File: config.mk
export PLATFORM = sky130hd
export DESIGN_NAME = pattern_det_ctrl
export DESIGN_NICKNAME = d
export VERILOG_FILES = /design/src/rtl/pattern_det_pkg.sv /design/src/rtl/pattern_det_ctrl_matcher.sv /design/src/rtl/pattern_det_ctrl.sv
export SDC_FILE = /design/constraint.sdc
export NUM_CORES = 1
export LEC_CHECK = 0
export CORE_ASPECT_RATIO = 0.8
export CORE_UTILIZATION = 35
export DETAILED_ROUTE_END_ITERATION = 16
export GPL_ROUTABILITY_DRIVEN = 0
export PLACE_DENSITY = 0.65
export SYNTH_ARGS = -nofsm -noshare
export SYNTH_HDL_FRONTEND = slang
export SYNTH_SLANG_ARGS = --single-unit
File: constraint.sdc
create_clock -name clk -period 2.5 [get_ports clk]
set_clock_uncertainty 0.05 [all_clocks]
set_input_delay 0.375 -clock clk [delete_from_list [all_inputs] [get_ports clk]]
set_output_delay 0.375 -clock clk [all_outputs]
set_load 0.05 [all_outputs]
File: src/rtl/pattern_det_pkg.sv
// Shared types and default widths for the configurable serial pattern detector.
// Build option: PATDET_TIMEOUT_EN adds an idle-cycle timeout to the controller.
package pattern_det_pkg;

  localparam int DEF_PAT_W       = 8;
  localparam int DEF_LEN_W       = $clog2(DEF_PAT_W + 1);
  localparam int DEF_CNT_W       = 8;
  localparam int DEF_TIMEOUT_CYC = 256;

  typedef enum logic [1:0] {
    IDLE = 2'd0,
    RUN  = 2'd1,
    DONE = 2'd2
  } state_t;

endpackage

File: src/rtl/pattern_det_ctrl_matcher.sv
// History shift register, fill counter and length-masked compare; hit is combinational
// and reflects the bit being shifted in this cycle.
module pattern_matcher #(
  parameter int PAT_W = 8,
  parameter int LEN_W = 4
) (
  input  logic             clk,
  input  logic             rst,
  input  logic             clear,
  input  logic             shift,
  input  logic             inp,
  input  logic [PAT_W-1:0] pattern,
  input  logic [LEN_W-1:0] len,
  input  logic             overlap,
  output logic             hit
);

  logic [PAT_W-1:0] history;
  logic [PAT_W-1:0] history_next;
  logic [LEN_W-1:0] fill;
  logic [LEN_W-1:0] fill_next;
  logic [PAT_W-1:0] mask;

  // NOTE: every always_comb output gets a default first so no path can infer a latch.
  always_comb begin
    history_next = {history[PAT_W-2:0], inp};
    fill_next    = (fill == LEN_W'(PAT_W)) ? fill : fill + 1'b1;
    mask         = '0;
    for (int i = 0; i < PAT_W; i++) mask[i] = (i < int'(len));
    hit = shift && (fill_next >= len) && (((history_next ^ pattern) & mask) == '0);
  end

  // NOTE: sequential state uses non-blocking assignments only, so every flop samples pre-edge values.
  always_ff @(posedge clk) begin
    if (rst || clear) begin
      history <= '0;
      fill    <= '0;
    end else if (shift) begin
      history <= history_next;
      // Non-overlap mode only needs fill cleared: stale history bits can no longer satisfy fill >= len.
      fill    <= (hit && !overlap) ? '0 : fill_next;
    end
  end

endmodule

File: src/rtl/pattern_det_ctrl.sv
// Configurable serial pattern-detection controller: config handshake, IDLE/RUN/DONE FSM,
// match counting and limit. Build option: PATDET_TIMEOUT_EN enables the idle-cycle timeout.
module pattern_det_ctrl
  import pattern_det_pkg::*;
#(
  parameter int PAT_W       = DEF_PAT_W,
  parameter int LEN_W       = $clog2(PAT_W + 1),
  parameter int CNT_W       = DEF_CNT_W,
  parameter int TIMEOUT_CYC = DEF_TIMEOUT_CYC
) (
  input  logic             clk,
  input  logic             rst,
  input  logic             cfg_valid,
  output logic             cfg_ready,
  input  logic [PAT_W-1:0] cfg_pattern,
  input  logic [LEN_W-1:0] cfg_len,
  input  logic             cfg_overlap,
  input  logic [CNT_W-1:0] cfg_limit,
  output logic             cfg_err,
  input  logic             start,
  input  logic             abort,
  input  logic             in_valid,
  input  logic             inp,
  output logic             match,
  output logic [CNT_W-1:0] match_count,
  output logic             busy,
  output logic             done,
  output logic             timeout
);

  state_t           state, state_next;
  logic [PAT_W-1:0] pat_q;
  logic [LEN_W-1:0] len_q;
  logic             overlap_q;
  logic [CNT_W-1:0] limit_q;
  logic             cfg_loaded;
  logic [CNT_W-1:0] count_q;
  logic [CNT_W-1:0] count_inc;
  logic             match_q;
  logic             err_q;

  logic cfg_accept, len_ok, run_start, shift, hit, limit_hit, tmo_expire;

  assign cfg_ready  = (state != RUN);
  assign cfg_accept = cfg_valid && cfg_ready;
  assign len_ok     = (cfg_len != '0) && (cfg_len <= LEN_W'(PAT_W));
  // A same-cycle config offer takes precedence over start.
  assign run_start  = start && !cfg_accept &&
                      (((state == IDLE) && cfg_loaded) || (state == DONE));
  assign shift      = (state == RUN) && in_valid && !abort;
  assign count_inc  = (count_q == '1) ? count_q : count_q + 1'b1;
  assign limit_hit  = hit && (limit_q != '0) && (count_inc == limit_q);

  pattern_matcher #(.PAT_W(PAT_W), .LEN_W(LEN_W)) u_matcher (
    .clk     (clk),
    .rst     (rst),
    .clear   (run_start),
    .shift   (shift),
    .inp     (inp),
    .pattern (pat_q),
    .len     (len_q),
    .overlap (overlap_q),
    .hit     (hit)
  );

`ifdef PATDET_TIMEOUT_EN
  localparam int TMO_W = $clog2(TIMEOUT_CYC + 1);
  logic [TMO_W-1:0] tmo_cnt;
  logic             tmo_q;

  // A hit restarts the idle window instead of expiring it.
  assign tmo_expire = shift ? (!hit && (tmo_cnt == TMO_W'(TIMEOUT_CYC - 1)))
                            : ((state == RUN) && !abort && (tmo_cnt == TMO_W'(TIMEOUT_CYC - 1)));

  always_ff @(posedge clk) begin
    if (rst || run_start) begin
      tmo_cnt <= '0;
      tmo_q   <= 1'b0;
    end else if (state == RUN) begin
      tmo_cnt <= hit ? '0 : tmo_cnt + 1'b1;
      if (tmo_expire) tmo_q <= 1'b1;
    end
  end

  assign timeout = tmo_q && (state == DONE);
`else
  assign tmo_expire = 1'b0;
  assign timeout    = 1'b0;
`endif

  always_comb begin
    state_next = state;
    case (state)
      IDLE: if (run_start) state_next = RUN;
      RUN: begin
        if (abort)                        state_next = IDLE;
        else if (limit_hit || tmo_expire) state_next = DONE;
      end
      DONE: begin
        if (cfg_accept && len_ok) state_next = IDLE;
        else if (run_start)       state_next = RUN;
      end
      default: state_next = IDLE;
    endcase
  end

  always_ff @(posedge clk) begin
    if (rst) begin
      state      <= IDLE;
      pat_q      <= '0;
      len_q      <= '0;
      overlap_q  <= 1'b0;
      limit_q    <= '0;
      cfg_loaded <= 1'b0;
      count_q    <= '0;
      match_q    <= 1'b0;
      err_q      <= 1'b0;
    end else begin
      state   <= state_next;
      match_q <= hit;
      err_q   <= cfg_accept && !len_ok;
      if (cfg_accept && len_ok) begin
        pat_q      <= cfg_pattern;
        len_q      <= cfg_len;
        overlap_q  <= cfg_overlap;
        limit_q    <= cfg_limit;
        cfg_loaded <= 1'b1;
      end
      if (run_start)  count_q <= '0;
      else if (hit)   count_q <= count_inc;
    end
  end

  assign cfg_err     = err_q;
  assign match       = match_q;
  assign match_count = count_q;
  assign busy        = (state == RUN);
  assign done        = (state == DONE);

endmodule
* Word level (Yosys, flattened, before mapping)
Cells that the tools add are included.
** Word-level totals
- Register bits :: 45
- Input port bits :: 28
- Word-level logic and storage cells :: 65
** Cells by class
- Add/subtract/negate cells :: 2
- Order comparisons :: 10
- Equality and inequality tests :: 7
- Multiplexer cells :: 8
- Bitwise logic cells :: 2
- Reductions and logical operators :: 25
** Operator list (count)
- $lt A3 B4 Y1 const A :: 4
- $logic_and A1 B1 Y1 :: 14
- $add A8 B1 Y8 const B :: 1
- $and A8 B8 Y8 :: 1
- $eq A8 B8 Y1 :: 1
- $eq A8 B8 Y1 const B :: 1
- $logic_not A8 Y1 :: 1
- $lt A1 B4 Y1 const A :: 2
- $lt A2 B4 Y1 const A :: 2
- $mux W2 :: 4
- $mux W4 :: 2
- $mux W8 :: 1
- $reduce_bool A8 Y1 :: 1
- $xor A8 B8 Y8 :: 1
- $pmux W2 S3 :: 1
- $add A4 B1 Y4 const B :: 1
- $eq A4 B4 Y1 const B :: 1
- $ge A4 B4 Y1 :: 1
- $le A4 B4 Y1 const B :: 1
- $logic_not A1 Y1 :: 4
- $reduce_bool A4 Y1 :: 1
- $ne A3 B2 Y1 const B :: 1
- $eq A2 B1 Y1 const B :: 1
- $eq A2 B2 Y1 const B :: 1
- 4 further kinds :: 5

* Longest topological paths before layout
Gate-level depths: netlist of the first run.
- Depth in word-level cells :: 10
- Depth in mapped cells :: 12
- Mapped depth without buffers :: 11

* Cells and area by module
From an unflattened synthesis of the first run, not the netlist that was laid out.
** Second synthesis, totals
- Cell total of the unflattened synthesis :: 303
- Area, all modules :: 2447.3 sq um
** Modules (own cells, without submodules)
- pattern_det_ctrl :: times used 1, cells an instance 211, area an instance 1645.3 sq um
- pattern_matcher :: times used 1, cells an instance 92, area an instance 802.0 sq um

* Worst setup path before layout of the first run
Ideal clock, no wire load.
- Path type :: reg2reg
- Start point :: register u_matcher.fill[0]
- End point :: register count_q[0] (netlist: match_count[0])
- Arrival time :: 2622 ps
- Slack :: -287 ps
- Stages on the path, launching flop included :: 12
- Path buffers :: 1
- Clock period less this slack :: 2787 ps
- Cells stage by stage :: dfxtp_1 -> ha_1 -> xor2_1 -> and2_1 -> ha_1 -> o21a_1 -> o22ai_1 -> or4_4 -> or4_1 -> buf_2 -> xor2_1 -> nor2_2
** On the way
- Cells in the longest elaborated chain, start to end :: 5
- Elaborated cells between the ends (all ways) :: 6
** RTL lines
- from (decl) :: line pattern_det_ctrl_matcher.sv:20 : logic [LEN_W-1:0] fill;
- from (signal assigned) :: line pattern_det_ctrl_matcher.sv:41 : fill <= (hit && !overlap) ? '0 : fill_next;
- $add A4 B1 Y4 or $eq A4 B4 Y1 (tied branches) :: line pattern_det_ctrl_matcher.sv:27 : fill_next = (fill == LEN_W'(PAT_W)) ? fill : fill + 1'b1;
- $mux W4 (*) :: line pattern_det_ctrl_matcher.sv:27
- $ge A4 B4 Y1 (*) :: line pattern_det_ctrl_matcher.sv:30 : hit = shift && (fill_next >= len) && (((history_next ^ pattern) & mask) == '0);
- $logic_and A1 B1 Y1 (*) (2 in series) :: line pattern_det_ctrl_matcher.sv:30
- to (signal assigned) :: line pattern_det_ctrl.sv:130 : else if (hit) count_q <= count_inc;
- to (decl) :: line pattern_det_ctrl.sv:37 : logic [CNT_W-1:0] count_q;
Mark *: on every way between the ends. The rest lies on a longest branch, timed or not.
A chain may end at the register's enable or synchronous reset.

* Final worst setup path of the first run
- Start point :: register u_matcher.fill[0]
- End point :: register u_matcher.fill[1]
** On the way
- Cells in the longest elaborated chain, start to end :: 7
- Elaborated cells between the ends (all ways) :: 8
** RTL lines (line)
- $add A4 B1 Y4 or $eq A4 B4 Y1 (tied branches) :: pattern_det_ctrl_matcher.sv:27
- $mux W4 (*) :: pattern_det_ctrl_matcher.sv:27
- $ge A4 B4 Y1 :: pattern_det_ctrl_matcher.sv:30
- $logic_and A1 B1 Y1 (2 in series) :: pattern_det_ctrl_matcher.sv:30
- $logic_and A1 B1 Y1 :: pattern_det_ctrl_matcher.sv:41
- $mux W4 (*) :: pattern_det_ctrl_matcher.sv:41
Marks and branches as above.

==> results.yml, run 1 <==
layout:
  syn2layout_area_growth_pct: 28.7
  finalCoreUtilization_pct: 47.4
  antenna-diode-count: 0
  fraction_of_layout_instances_using_a_drive_strength_above_1_pct: 13.9
  layout.nets: 387
  final_cell_count_no_fill: 437
sta:
  finalSetupViolations: 14
  worst_slew_margin_rel_pct: 64.1
  actual_slew_at_the_worst_max_slew_pin_ns: 0.539
  achievable-frequency_mhz: 366
  post-route-worst-setup-slack_ns: -0.232
  drv_slew: 0
  setup_repair_after_global_routing_missed_its_margin: "true"
  post-route-period-util_pct: 109
  finalHoldViolCount: 0
  finalWorstPathRequiredPeriod_ns: 2.73
floorplan:
  initial_core_utilization_pct: 36.8
  io-pin-count: 42
  design.die.area_sq_um: 7190
  rows: 26
  chip_height_um: 76.0
  die_w_um: 94.5
  core-area_sq_um: 6510
placement:
  io_buffers: 40
  dpl.cell_count: 427
  detailed_placer_s_ending_hpwl_um: 4410
  pre_cts_slack_ns: -0.261
routing:
  routed_wirelength_um: 5820
  route.antenna.remaining_nets: 0
  avgRoutedWirePerCell_um: 13.3
  drc: 0
  routed_via_density: 5.12
  total_number_of_vias: 2237
  drt-initial-drc-count: 119
  drtPass1Iterations: 4
synthesis:
  synth_ff_type: "dfxtp_1"
  yosys_warnings: 0
  yosysSeqAreaShare_pct: 37.6
  mappedNetlistArea_sq_um: 2400
  syn-num-nets: 339
  synth_async_sr_flop_share_pct: 0
  edff_count_synth: 0
  syn-mean-instance-area_sq_um: 7.89
  synthCells: 304
  synth.ff_latch_count: 45
  synth_cell_type_count: 52
power_and_ir_drop:
  total_leakage_power_nw: 1.15
  max-vdd-ir-drop_mv: 0.255
  cellPowerDensity_nw_per_um2: 446
clock_tree:
  tritoncts: "built"
  clk_root_buffer_cell: "clkbuf_8"
  cts_inserted_buffers: 5
  ctsHtreeMaxLevel: 2
  ctsHoldBuffers: 0
  cts_sinks: 45
  clock_insertion_delay_at_the_later_pin_of_the_skew_report_ns: 0.29
  clock_tree.buffer_depth: 2
  clkTransAtPathRegs_ns: 0.09
worst_hold_path:
  hp-class: "flop to flop"
grt:
  first_global_vias: 2120
  grt.overflow.total: 0
  globalRouteTotalUtil_pct: 17.0
  wire_length_of_the_first_global_routing_pass_um: 9840
  antenna_found_initial: 0
  grt_max_degree: 24
setup_path:
  crit_path_start_kind: "flop"
  critical_path_peak_fanout: 4
  timing_worst_setup_path_type: "flop to flop"
  critPathArrivalTime_ns: 2.84
  timing.critical_path.required_ns: 2.61
  setup.worst_path.end_class: "flop"
run:
  max_cap_viol_count: 0
outcome:
  failed_checks: "setup timing"
  run_status: "finished with violations"
==> critical path, stage by stage, from the launching register on <==
cell,delay [ns]
dfxtp_4,0.36
inv_2,0.04
ha_1,0.13
nand3b_1,0.16
xnor2_1,0.18
ha_1,0.28
or2b_2,0.10
a2111oi_2,0.05
or4_4,0.52
or3_4,0.44
nor2_4,0.17
o32ai_1,0.10
==> sequential cells by signal, summed over array words and instances (netlist names) <==
signal and count:
u_matcher.history 7, pat_q 8, len_q 4, state 2, u_matcher.fill 4, match 1
overlap_q 1, cfg_loaded 1, limit_q 8, cfg_err 1, match_count 8
==> metrics by stage <==
stage / total power, mW / setup TNS, ns / hold slack [ns] / area [sq um]
global placement: 0.962 / -1.55 / 0.395 / 2950
CTS: 1.39 / -1.87 / 0.421 / 3060
global route: 1.45 / -3.54 / 0.454 / 3090
finish: 1.38 / -2.12 / 0.420 / 3090
detailed placement: 0.965 / -2.47 / 0.409 / 2950
floorplan: 0.882 / -0.641 / 0.383 / 2420
==> path summary, 6_finish.rpt <==
kind / slack, ns / cells past startpoint / to / startpoint
max reg2reg: -0.23 / 11 / u_matcher.fill[1] / u_matcher.fill[0]
max: -0.23 / 11 / u_matcher.fill[1] / u_matcher.fill[0]
min reg2reg: 0.42 / 2 / u_matcher.history[6] / u_matcher.history[6]
min: 0.42 / 2 / u_matcher.history[6] / u_matcher.history[6]
==> synth_stat cells, types with 3 or more instances <==
master | n | share of area, %
a21oi_1 | 38 | 7.9
and3_1 | 6 | 1.6
clkbuf_1 | 10 | 1.6
dfxtp_1 | 45 | 38
ha_1 | 7 | 3.7
inv_1 | 9 | 1.4
mux2i_1 | 4 | 1.7
nand2_1 | 67 | 10
nand3_1 | 13 | 2.7
nand4_1 | 4 | 1.0
nor2_1 | 11 | 1.7
nor3_1 | 6 | 1.3
nor3_2 | 3 | 1.3
o21a_1 | 3 | 0.94
o21ai_0 | 9 | 1.9
o32ai_1 | 3 | 1.1
or2_2 | 3 | 0.78
xnor2_1 | 14 | 5.1
xor2_1 | 8 | 2.9
==> layout by cell type (no fill, tap or decap), types with 2 or more instances in the layout <==
cell and n:
and2_1 2, nand4_1 4, a31oi_1 2, nand3_1 13, nor3b_1 2, clkdlybuf4s50_1 40, nor4_1 2, mux2i_1 4
xnor2_1 14, nor3_2 3, inv_1 7, and3_1 6, nor2_1 9, dfxtp_1 43, ha_1 7, nand2b_1 2
a21o_1 2, o21ai_2 2, or4_4 2, buf_4 14, o21ai_0 7, or2_2 3, nor3_1 5, o32ai_1 3
inv_2 2, nor2_4 2, clkinv_2 2, a211oi_1 2, o21ai_1 2, clkbuf_8 5, nand2_1 66, o21a_1 3
a21oi_1 38, xor2_1 8
==> area by class of cell <==
class | count | area, sq um
fill | 664 | 3420
multi-input combinational | 236 | 1440
sequential | 45 | 906
timing repair buffer | 55 | 517
tap | 84 | 105
clock buffer | 6 | 72.6
inverter | 9 | 33.8
clock inverter | 2 | 10.0
==> where the power goes <==
part           internal [mW]  switching, mW
Sequential             0.736         0.0192
Clock                  0.194          0.232
Combinational         0.0975         0.0983
==> logic make-up (layout without fill, tap and decap cells) <==
kind of cell	Yosys count	after routing	synth area share, %
simple gates	133	133	27.6
compound gates	68	68	16.4
flops	45	45	37.6
buf+inv	23	72	4.38
xor+xnor	22	22	8.04
fa+ha+maj	7	7	3.65
mux	5	5	2.14
other cells	1	1	0.156
==> routing by layer <==
metal	part of all wire, %	wire length, um	vias to the layer above	global-route usage (%)
met5	0	0	-	0
met4	0.58	34	0	3.18
met3	5.0	292	2	3.09
met2	43	2510	51	25.0
met1	51	2980	1041	26.0
li1	-	-	1143	-
==> repair_timing <==
action                                  4_1_cts  5_1_grt
cloned                                        0        0
pin swaps                                    10        4
buffers inserted                              1        1
endpoints found under the setup margin       15       15
gates resized for setup                       8        6
Power figures use the tool's default switching activity.
==> run 2, diff against run 1 <==
--- a/config.mk
+++ b/config.mk
@@ -6,10 +6,10 @@
 export NUM_CORES = 1
 export LEC_CHECK = 0
 export CORE_ASPECT_RATIO = 0.8
-export CORE_UTILIZATION = 35
+export CORE_UTILIZATION = 47
 export DETAILED_ROUTE_END_ITERATION = 16
 export GPL_ROUTABILITY_DRIVEN = 0
-export PLACE_DENSITY = 0.65
+export PLACE_DENSITY = 0.81
 export SYNTH_ARGS = -nofsm -noshare
 export SYNTH_HDL_FRONTEND = slang
 export SYNTH_SLANG_ARGS = --single-unit
==> results.yml, run 2 (synthesized netlist as in run 1, its figures left out) <==
clock_tree:
  ctsHoldBuffers: 0
  cts_inserted_buffers: 5
  clock_insertion_delay_at_the_later_pin_of_the_skew_report_ns: 0.30
  clk_root_buffer_cell: "clkbuf_8"
  tritoncts: "built"
  clkTransAtPathRegs_ns: 0.09
  clock_tree.buffer_depth: 2
  cts_sinks: 45
  ctsHtreeMaxLevel: 2
routing:
  drc: 0
  routed_wirelength_um: 5870
  drt-initial-drc-count: 187
  route.antenna.remaining_nets: 0
  total_number_of_vias: 2261
  drtPass1Iterations: 4
  avgRoutedWirePerCell_um: 14.2
  routed_via_density: 5.47
layout:
  antenna-diode-count: 0
  finalCoreUtilization_pct: 65.2
  layout_common_cells: "nand2_1 (66), dfxtp_1 (43), clkdlybuf4s50_1 (40)"
  fraction_of_layout_instances_using_a_drive_strength_above_1_pct: 15.0
  syn2layout_area_growth_pct: 28.8
  layout.nets: 387
  final_cell_count_no_fill: 413
  layout.cells.most_common: "nand2_1"
setup_path:
  setup.worst_path.end_class: "flop"
  crit_path_start_kind: "flop"
  slowest_stage: "or4_4"
  critPathArrivalTime_ns: 2.84
  timing.critical_path.required_ns: 2.64
  cpPeakStageDelay_ns: 0.52
  timing_worst_setup_path_type: "flop to flop"
  critical_path.most_common_cell: "or4_4"
  cp_cell_sequence: "inv_2, ha_4, nand3b_1, xnor2_1, ha_1, or2b_4, a2111oi_2, or4_4, or4_4, mux2i_1, nor2_1"
  r2r.worst_path.cells: 11
  critical_path_peak_fanout: 4
floorplan:
  design.die.area_sq_um: 5390
  core-area_sq_um: 4730
  rows: 22
  initial_core_utilization_pct: 50.6
  die_w_um: 81.9
  chip_height_um: 65.9
  io-pin-count: 42
sta:
  post-route-worst-setup-slack_ns: -0.207
  post-route-period-util_pct: 108
  final.setup.tns_ns: -1.79
  finalWorstPathRequiredPeriod_ns: 2.71
  achievable-frequency_mhz: 369
  finalSetupViolations: 14
  setup_repair_after_global_routing_missed_its_margin: "true"
  actual_slew_at_the_worst_max_slew_pin_ns: 0.547
  worst_slew_margin_rel_pct: 63.5
  drv_slew: 0
  finalHoldViolCount: 0
placement:
  dpl.cell_count: 403
  io_buffers: 40
  detailed_placer_s_ending_hpwl_um: 4350
grt:
  globalRouteTotalUtil_pct: 24.7
  wire_length_of_the_first_global_routing_pass_um: 10000
  grt_max_degree: 23
  grt.overflow.total: 0
  first_global_vias: 2195
  antenna_found_initial: 0
power_and_ir_drop:
  max-vdd-ir-drop_mv: 0.396
  cellPowerDensity_nw_per_um2: 461
  total_leakage_power_nw: 1.16
outcome:
  failed_checks: "setup timing"
  run_status: "finished with violations"
worst_hold_path:
  min_path_cells: 2
  hp-class: "flop to flop"
run:
  max_cap_viol_count: 0
==> run 2: cell counts in the layout (fill, tap and decap cells not counted) <==
Identical to the previous run, type by type.
==> run 2: layout make-up <==
type	instances	area [sq um]
clock buffer	6	82.6
inverter	9	33.8
fill	423	1650
timing repair buffer	55	513
sequential	45	906
clock inverter	2	13.8
tap	60	75.1
multi-input combinational	236	1460
==> run 2: stage by stage <==
stage	cell area, sq um	worst slack (ns)	power (mW)	hold WS (ns)
after floorplan	2420	-0.0963	0.882	0.383
after global placement	2920	-0.121	0.958	0.398
after detailed placement	2920	-0.317	0.964	0.412
after CTS	3050	-0.209	1.43	0.429
after global routing	3090	-0.327	1.49	0.451
final	3090	-0.207	1.42	0.426
==> run 2: critical path, delay by kind of cell (launching register included) <==
kind | cells | cell delay [ns]
AOI/OAI and AO/OA | 1 | 0.06
xor gates and xnor gates | 1 | 0.17
adders and majority gates | 2 | 0.40
buffers and inverters | 1 | 0.06
DFF | 1 | 0.35
muxes | 1 | 0.17
and+or+nand+nor | 5 | 1.32
==> run 2: final timing paths <==
kind,endpoint,slack [ns],from
hold / removal,cfg_loaded,0.43,cfg_loaded
setup reg to reg,match_count[1],-0.21,u_matcher.fill[0]
hold reg to reg,cfg_loaded,0.43,cfg_loaded
setup / recovery,match_count[1],-0.21,u_matcher.fill[0]
==> run 2: what timing repair did <==
item                                   in CTS  in global routing
setup endpoints to repair                  15                 15
setup buffers                               1                  1
pin swaps                                  10                  6
resized for setup                          11                  6
endpoints found under the hold margin       0                  0
==> run 2: per-layer routing <==
layer | up-vias | track usage (%) | part of all wire (%)
met5 | - | 0 | 0
met4 | 0 | 9.65 | 1.7
met3 | 11 | 4.97 | 6.7
met2 | 76 | 36.2 | 42
met1 | 1028 | 35.1 | 49
li1 | 1146 | - | -
==> run 2: report_power, final <==
group,switching [mW],internal [mW]
Clock,0.249,0.224
Sequential,0.0200,0.736
Combinational,0.0987,0.0973
Total,0.367,1.06
==> run 3, diff against run 2 <==
--- a/config.mk
+++ b/config.mk
@@ -5,11 +5,12 @@
 export SDC_FILE = /design/constraint.sdc
 export NUM_CORES = 1
 export LEC_CHECK = 0
+export ABC_AREA = 1
 export CORE_ASPECT_RATIO = 0.8
-export CORE_UTILIZATION = 47
+export CORE_UTILIZATION = 48
 export DETAILED_ROUTE_END_ITERATION = 16
 export GPL_ROUTABILITY_DRIVEN = 0
-export PLACE_DENSITY = 0.81
+export PLACE_DENSITY = 0.82
 export SYNTH_ARGS = -nofsm -noshare
 export SYNTH_HDL_FRONTEND = slang
 export SYNTH_SLANG_ARGS = --single-unit
==> results.yml, run 3 <==
clock_tree:
  clkTransAtPathRegs_ns: 0.08
  tritoncts: "built"
  cts_sinks: 45
  clk_root_buffer_cell: "clkbuf_8"
  clock_tree.buffer_depth: 2
  clock_insertion_delay_at_the_later_pin_of_the_skew_report_ns: 0.30
  cts_inserted_buffers: 5
  ctsHtreeMaxLevel: 2
  ctsHoldBuffers: 0
grt:
  first_global_vias: 2206
  grt_max_degree: 25
  grt.overflow.total: 0
  globalRouteTotalUtil_pct: 24.0
  antenna_found_initial: 0
  wire_length_of_the_first_global_routing_pass_um: 9890
synthesis:
  synth_xor_xnor_area_share_pct: 4.21
  synthDominantCellAreaShare_pct: 36.1
  yosysSeqAreaShare_pct: 36.1
  syn-num-nets: 409
  yosys-top-cells-count: "nand2_1 (97), dfxtp_1 (45), inv_1 (43)"
  synth_async_sr_flop_share_pct: 0
  edff_count_synth: 0
  synth_simple_gate_area_share_pct: 32.1
  synth_ff_type: "dfxtp_1"
  synthesized_area_fraction_occupied_by_ao_oa_aoi_and_oai_cells_pct: 15.1
  mappedNetlistArea_sq_um: 2490
  muxShareOfSynthArea_pct: 0
  synthCells: 374
  largest_family_of_logic_cells_by_synthesized_area: "simple AND/OR/NAND/NOR gates"
  synth.ff_latch_count: 45
  synth_area_leader_cell: "dfxtp_1"
  synth_cell_type_count: 28
  post_synth_fa_ha_maj_area_fraction_pct: 3.51
  yosysMostFrequentCell: "nand2_1"
  syn-mean-instance-area_sq_um: 6.67
  yosys_warnings: 0
  ys_top_cells_by_area: "dfxtp_1 (36%), nand2_1 (15%), a21oi_1 (7.0%), inv_1 (6.5%), o21ai_0 (6.4%)"
run:
  max_cap_viol_count: 0
floorplan:
  initial_core_utilization_pct: 49.8
  rows: 23
  die_w_um: 82.6
  chip_height_um: 66.5
  io-pin-count: 42
  core-area_sq_um: 5010
  design.die.area_sq_um: 5490
layout:
  fraction_of_layout_instances_using_a_drive_strength_above_1_pct: 7.60
  syn2layout_area_growth_pct: 25.3
  layout_common_cells: "nand2_1 (97), dfxtp_1 (45), inv_1 (43)"
  layout.nets: 455
  layout.cells.most_common: "nand2_1"
  antenna-diode-count: 0
worst_hold_path:
  timing.hold.worst_endpoint: "cfg_loaded"
  hp-start: "cfg_loaded"
  min_path_cells: 1
  hp-class: "flop to flop"
sta:
  drv_slew: 0
  finalSetupViolations: 0
  actual_slew_at_the_worst_max_slew_pin_ns: 0.502
  setup_repair_after_global_routing_missed_its_margin: "false"
  post-route-period-util_pct: 92.3
  achievable-frequency_mhz: 433
  final.setup.tns_ns: 0
  finalWorstPathRequiredPeriod_ns: 2.31
  worst_slew_margin_rel_pct: 66.4
  hold_slack_ns: 0.430
  finalHoldViolCount: 0
  post-route-worst-setup-slack_ns: 0.192
setup_path:
  setup.worst_path.end_class: "flop"
  critical_path.most_common_cell: "nand2_1"
  slowest_stage: "dfxtp_1"
  cp_cell_sequence: "inv_1, ha_1, nand2_1, nor2_2, xor2_1, inv_1, ha_1, nand3_1, nand3_1, nand2_1, clkinv_1, nand3_4, nor2_2, nand4_1, nand2_1, nand2_1, nor2_2"
  setup.reg_to_reg.worst_slack_ns: 0.19
  critPathArrivalTime_ns: 2.50
  cpLargestDelayFamily: "simple AND/OR/NAND/NOR gates"
  r2r.worst_path.cells: 17
  critical_path_peak_fanout: 5
  cpPeakStageDelay_ns: 0.38
  worst_r2r_end: "state[1]"
  crit_path_start_kind: "flop"
  timing.critical_path.required_ns: 2.69
  timing_worst_setup_path_type: "flop to flop"
  worstReg2RegStart: "u_matcher.fill[0]"
  critical_path_buf_inv_count: 3
placement:
  pre_cts_slack_ns: 0.0545
  io_buffers: 40
  detailed_placer_s_ending_hpwl_um: 4330
routing:
  routed_wirelength_um: 5780
  route.antenna.remaining_nets: 0
  total_number_of_vias: 2436
  drc: 0
  drt-initial-drc-count: 217
  drtPass1Iterations: 5
  routed_via_density: 5.04
  avgRoutedWirePerCell_um: 12.0
power_and_ir_drop:
  register_share_of_total_power_pct: 48.8
  clock_power_share_pct: 36.0
  cellPowerDensity_nw_per_um2: 505
  power_switching_mw: 0.400
  max-vdd-ir-drop_mv: 0.368
  pwr-share-comb_pct: 15.2
  internal_power_mw: 1.18
  swShare_pct: 25.4
  total_leakage_power_nw: 1.38
outcome:
  run_status: "complete, no violations"
## run 3: worst max path at each step
stage                            from                end  slack, ns  cells after the start
floorplan           u_matcher.fill[0]  u_matcher.fill[0]       0.36                     16
global placement    u_matcher.fill[0]  u_matcher.fill[2]       0.18                     16
detailed placement  u_matcher.fill[0]  u_matcher.fill[2]       0.05                     16
CTS                 u_matcher.fill[0]  u_matcher.fill[2]       0.04                     16
global route        u_matcher.fill[0]  u_matcher.fill[2]       0.02                     16
finish              u_matcher.fill[0]           state[1]       0.19                     17
## run 3: logic make-up after synthesis
kind of cell    count (synthesis)
buf+inv                        56
simple gates                  181
other cells                     1
xor+xnor                       12
compound gates                 72
fa+ha+maj                       7
flops                          45
## run 3: repair_timing
item / in CTS / in global routing
resized for setup: 0 / 5
setup buffers: 0 / 3
setup endpoints to repair: 0 / 14
## run 3: area by class of cell
cell class                 count  area [sq um]
fill                         461          1880
timing repair buffer          49           468
multi-input combinational    273          1380
clock inverter                 1          30.0
tap                           62          77.6
clock buffer                   7          86.3
sequential                    45           901
inverter                      46           178
## run 3: per-stage QoR
step | total power, mW | utilization, % | cell area (sq um) | instances
2_1_floorplan | 0.928 | - | 2490 | 374
3_3_place_gp | 1.01 | 59.3 | 2970 | 472
3_5_place_dp | 1.02 | 59.3 | 2970 | 472
4_1_cts | 1.58 | 61.6 | 3080 | 480
5_1_grt | 1.66 | 62.4 | 3120 | 483
6_report | 1.58 | 62.4 | 3120 | 483
## run 3: layer usage
| metal | track usage [%] | up-vias | share of wire [%] |
|---|---|---|---|
| met3 | 3.97 | 7 | 6.8 |
| met4 | 8.19 | 0 | 1.4 |
| met2 | 38.5 | 78 | 42 |
| met1 | 32.3 | 1060 | 49 |
| li1 | - | 1291 | - |
| met5 | 0 | - | 0 |
## run 3: power by group through the flow
stage,Sequential [mW],Combinational [mW],Clock (mW)
2_1_floorplan,0.784,0.144,0
3_3_place_gp,0.785,0.228,0
3_5_place_dp,0.786,0.233,0
4_1_cts,0.770,0.235,0.573
5_1_grt,0.774,0.271,0.613
6_report,0.770,0.239,0.567
